### config.mk
export PLATFORM = sky130hd
export DESIGN_NAME = old_new_interrupt_ctrl
export DESIGN_NICKNAME = d
export VERILOG_FILES = /design/src/rtl/old_new_interrupt_ctrl.sv
export SDC_FILE = /design/constraint.sdc
export NUM_CORES = 1
export LEC_CHECK = 0
export BUFFER_PORTS_ARGS = -buffer_cell sky130_fd_sc_hd__buf_4
export CELL_PAD_IN_SITES_DETAIL_PLACEMENT = 1
export CELL_PAD_IN_SITES_GLOBAL_PLACEMENT = 1
export CORE_AREA = 5 5 73 75
export CTS_BUF_LIST = sky130_fd_sc_hd__clkbuf_16
export CTS_CLUSTER_SIZE = 10
export DETAILED_ROUTE_END_ITERATION = 12
export DIE_AREA = 0 0 78 80
export GPL_TIMING_DRIVEN = 0
export HOLD_SLACK_MARGIN = 0.05
export PLACE_DENSITY_LB_ADDON = 0.1
export SLEW_MARGIN = 20
export SYNTH_ARGS = -nofsm -noshare
export SYNTH_HDL_FRONTEND = slang
export SYNTH_SLANG_ARGS = --single-unit
### constraint.sdc
create_clock -name CLK -period 2.2 [get_ports CLK]
set_input_delay 0.44 -clock CLK [delete_from_list [all_inputs] [get_ports CLK]]
set_output_delay 0.44 -clock CLK [all_outputs]
set_load 0.01 [all_outputs]
### src/rtl/old_new_interrupt_ctrl.sv
// old_new_interrupt_ctrl
//   Eight-line interrupt controller. Each HARDWARE line is synchronised and
//   edge-detected. Rising edges latch into PENDING. The block tracks the
//   interrupt in service ("old") and the best waiting one ("new"), and it
//   flags preemption when new outranks old. Line 0 has the highest priority.
//
// Ports
//   CLK        system clock, rising edge
//   RST        asynchronous active-high reset
//   HARDWARE   [7:0] asynchronous request lines
//   MASK       [7:0] per-line mask (only when INT_MASK_EN is defined)
//   CLR_Input  [3:0] 0-7 clear line n, 8-14 no-op, 15 clear all
//   PENDING    [7:0] latched pending interrupts
//   IRQ        OR of enabled pending bits
//   OLD_VALID / OLD_ID   in-service interrupt
//   NEW_VALID / NEW_ID   best pending interrupt other than the in-service one
//   PREEMPT    new outranks old
//
// Build option: define INT_MASK_EN to add the MASK input.
module old_new_interrupt_ctrl #(
  parameter int unsigned SYNC_STAGES = 2
) (
  input  logic       CLK,
  input  logic       RST,
  input  logic [7:0] HARDWARE,
`ifdef INT_MASK_EN
  input  logic [7:0] MASK,
`endif
  input  logic [3:0] CLR_Input,
  output logic [7:0] PENDING,
  output logic       IRQ,
  output logic       OLD_VALID,
  output logic [2:0] OLD_ID,
  output logic       NEW_VALID,
  output logic [2:0] NEW_ID,
  output logic       PREEMPT
);

  logic [SYNC_STAGES-1:0][7:0] sync_q;
  logic [7:0] prev_q;
  logic [7:0] pend_q, pend_d;
  logic       old_valid_q, old_valid_d;
  logic [2:0] old_id_q, old_id_d;

  logic [7:0] mask_w;
  logic [7:0] edge_w;
  logic [7:0] clr_w;
  logic [7:0] elig_w;
  logic [7:0] new_cand_w;
  logic [7:0] old_oh_w;

`ifdef INT_MASK_EN
  assign mask_w = MASK;
`else
  assign mask_w = 8'h00;
`endif

  // Lowest set index wins.
  function automatic logic [2:0] prio_enc(input logic [7:0] v);
    logic [2:0] r;
    r = 3'd0;
    for (int i = 7; i >= 0; i--) begin
      if (v[i]) r = 3'(i);
    end
    return r;
  endfunction

  always_ff @(posedge CLK or posedge RST) begin
    if (RST) begin
      sync_q      <= '0;
      prev_q      <= 8'h00;
      pend_q      <= 8'h00;
      old_valid_q <= 1'b0;
      old_id_q    <= 3'd0;
    end else begin
      sync_q      <= {sync_q[SYNC_STAGES-2:0], HARDWARE};
      prev_q      <= sync_q[SYNC_STAGES-1];
      pend_q      <= pend_d;
      old_valid_q <= old_valid_d;
      old_id_q    <= old_id_d;
    end
  end

  always_comb begin
    edge_w = sync_q[SYNC_STAGES-1] & ~prev_q & ~mask_w;

    clr_w = 8'h00;
    if (CLR_Input == 4'd15) begin
      clr_w = 8'hFF;
    end else if (!CLR_Input[3]) begin
      clr_w = 8'h01 << CLR_Input[2:0];
    end

    // A set in the same cycle overrides the clear.
    pend_d = (pend_q & ~clr_w) | edge_w;

    elig_w = pend_q & ~mask_w;

    old_valid_d = old_valid_q;
    old_id_d    = old_id_q;
    if (old_valid_q) begin
      if (!pend_d[old_id_q]) begin
        old_valid_d = 1'b0;
        old_id_d    = 3'd0;
      end
    end else if (|elig_w) begin
      old_valid_d = 1'b1;
      old_id_d    = prio_enc(elig_w);
    end

    old_oh_w   = old_valid_q ? (8'h01 << old_id_q) : 8'h00;
    new_cand_w = elig_w & ~old_oh_w;
  end

  assign PENDING   = pend_q;
  assign IRQ       = |elig_w;
  assign OLD_VALID = old_valid_q;
  assign OLD_ID    = old_id_q;
  assign NEW_VALID = |new_cand_w;
  assign NEW_ID    = (|new_cand_w) ? prio_enc(new_cand_w) : 3'd0;
  assign PREEMPT   = NEW_VALID & old_valid_q & (NEW_ID < old_id_q);

endmodule

==> metrics <==
Mapped Avg Cell Area 10.3 um2; final net count 223; # hold bufs at CTS 0; switching portion of total power 30.3%; Synth area leaders dfrtp_1, nand2_1, inv_1; Iter 0 DRT Violations 84; core area 4600 um2; critical path arrival 2.35 ns; startpoint types flop; TritonCTS clock tree built; Layout Utilization 51.2%; worst-case clock buffer depth 2; Clock power frac 33.7%; Seq/Total Area, Yosys 53.7%; CTS sink cnt 36; Netlist cell types 44; via count 1437; final setup violation count 3; clock-pin slew on the worst setup and hold paths 0.05 ns; vias per inst 5.48; Site Rows 25; Final Cycle Share 127%; 1st-pass router iterations 4; Critical Path Fanout Max 9; first-pass GRT wire length 7780 um; hpwl dp 3200 um; Fill cells 509; Synth Instances 163; Slew @ Worst Pin 0.753 ns; H-tree levels 2; HP Class input pin to flop; WL per Instance 17.4 um; Power Dens Cells 996 nW/um2; Clock Tree Root clkbuf_16; Routed Wire Length 4570 um; FFs w/ async S/R, synth 100%; failing checks setup timing; die height 80 um; Leak Pwr 1.09 nW; worst-skew pair later-pin latency 0.28 ns; synth-to-layout area growth 40.2%; ANT cells 0; Cell Area, Synth 1680 um2; setup TNS -0.935 ns; Highest Clock Rate 358 MHz; max-slew violations 0; synthesized flop and latch total 36; GP Congestion 0.804; largest net degree at the start of global routing 37; Die X 78 um; Gate power share 31.9%; status finished, violations left; DRC 0; CP Class flop to output port; Primary FF master, synth dfrtp_1; Worst Path Required 1.76 ns; full die area 6240 um2; Antenna Violating Nets Remaining 0; worst setup margin -0.593 ns; CTS Buf Count 5; Post-Layout Cell Count 262; Yosys top cell by area dfrtp_1; EDFF count, synth 0; Tmin final 2.79 ns; Sw Pwr 711 uW; Overflow after GRT 0; Global Route Usage Sum 16.1%; Synth Warn # 0; Initial Util 36.5%; IO Pins 32; Reg power frac 34.4%; share of cells above drive strength 1 40.9%; post-synth top area share 53.7%; clk_skew 0.00299 ns; relative slew slack 49.7%; number of global-route vias before repair 1533; Synth Net Count 179; R2R Setup Slk 0.43 ns; RSZ-0062 raised after global routing true; commonest non-fill, non-tap cells in the layout buf_4, dfrtp_1, nand2_1; Inst Count DP 247; leading cell type in the layout, fill and taps excluded buf_4; internal power 1.63 mW; max cap viols 0; IO buf count 30; Final Hold Viols 0; VDD IR-drop max 0.000426 V; initial antenna violation count 0; CP Capture Type output port
## flip-flops by register name, summed over array words and instances (netlist names)
register / count
sync_q: 16
prev_q: 8
OLD_VALID: 1
OLD_ID: 3
PENDING: 8
## per-layer routing
| metal | wire length (um) | global-route usage [%] | vias to the layer above |
|---|---|---|---|
| li1 | - | - | 674 |
| met1 | 1880 | 18.1 | 721 |
| met2 | 2390 | 27.7 | 35 |
| met3 | 214 | 4.29 | 7 |
| met4 | 85 | 8.61 | 0 |
| met5 | 0 | 0 | - |
## synthesized netlist by cell type (all sizes together) (3+ instances only)
cell,instances
a21oi,7
a22o,3
a22oi,3
a31oi,4
and3,3
buf,8
dfrtp,36
inv,12
mux2i,4
nand2,19
nand3,5
nor2,8
nor2b,5
nor3,4
o21ai,8
o22ai,3
## area by class of cell
cell class,count,area (um2),area share [%]
Clock buffer,5,125,5.31
Tap cell,54,67.6,2.87
Timing Repair Buffer,38,309,13.1
Inverter,12,45.0,1.91
Sequential cell,36,907,38.5
Buffer,8,73.8,3.13
Clock inverter,3,38.8,1.65
Multi-Input combinational cell,106,788,33.5
## power by group through the flow
stage | Sequential [mW] | Combinational, mW | Clock, mW
after detailed placement | 0.798 | 0.593 | 0
final | 0.806 | 0.749 | 0.789
after global placement | 0.794 | 0.578 | 0
after CTS | 0.787 | 0.689 | 0.808
after floorplan | 0.793 | 0.369 | 0
after global routing | 0.817 | 0.817 | 0.845
## kinds of logic (layout without fill, tap and decap cells)
group / after synthesis / after routing / share of synthesized area (%)
AND/OR/NAND/NOR: 51 / 51 / 14.6
buffers and inverters: 21 / 66 / 6.18
adder cells (fa/ha/maj): 2 / 2 / 1.49
multiplexers: 6 / 6 / 3.73
flip-flops: 36 / 36 / 53.7
AO/OA/AOI/OAI: 44 / 44 / 18.8
XOR/XNOR: 3 / 3 / 1.57
## final timing paths
check / depth (start not counted) / startpoint / end
hold reg to reg: 0 / sync_q[7]$_DFF_PP0_ / sync_q[15]$_DFF_PP0_
setup reg to reg: 7 / OLD_ID[0]$_DFFE_PP0P_ / OLD_ID[1]$_DFFE_PP0P_
max in group asynchronous: 2 / RST / PENDING[4]$_DFF_PP0_
min in group asynchronous: 2 / RST / prev_q[7]$_DFF_PP0_
setup / recovery: 9 / PENDING[7]$_DFF_PP0_ / PREEMPT
hold / removal: 1 / HARDWARE[3] / sync_q[3]$_DFF_PP0_
## per-stage QoR
stage	hold slack [ns]	worst slack [ns]	instance area [um2]	power [mW]
floorplan	0.331	-0.284	1710	1.16
global placement	0.331	-0.365	2000	1.37
detailed placement	0.336	-0.443	2000	1.39
CTS	0.257	-0.636	2250	2.28
global route	0.254	-0.733	2350	2.48
finish	0.263	-0.593	2350	2.34
## worst max-delay path, stage by stage, from the launching register on
cell,delay (ns)
dfrtp_2,0.47
mux2_4,0.29
o22a_1,0.20
nor2_2,0.15
nor3_2,0.07
ha_1,0.31
a211oi_2,0.18
o211a_1,0.17
o31a_1,0.12
buf_4,0.11
## repair_timing
item / CTS / global route
endpoints found under the hold margin: 0 / 0
setup endpoints to repair: 4 / 5
setup buffers: 3 / 6
resized for setup: 14 / 21
pin swaps: 6 / 3
(Power assumes the default switching activity.)
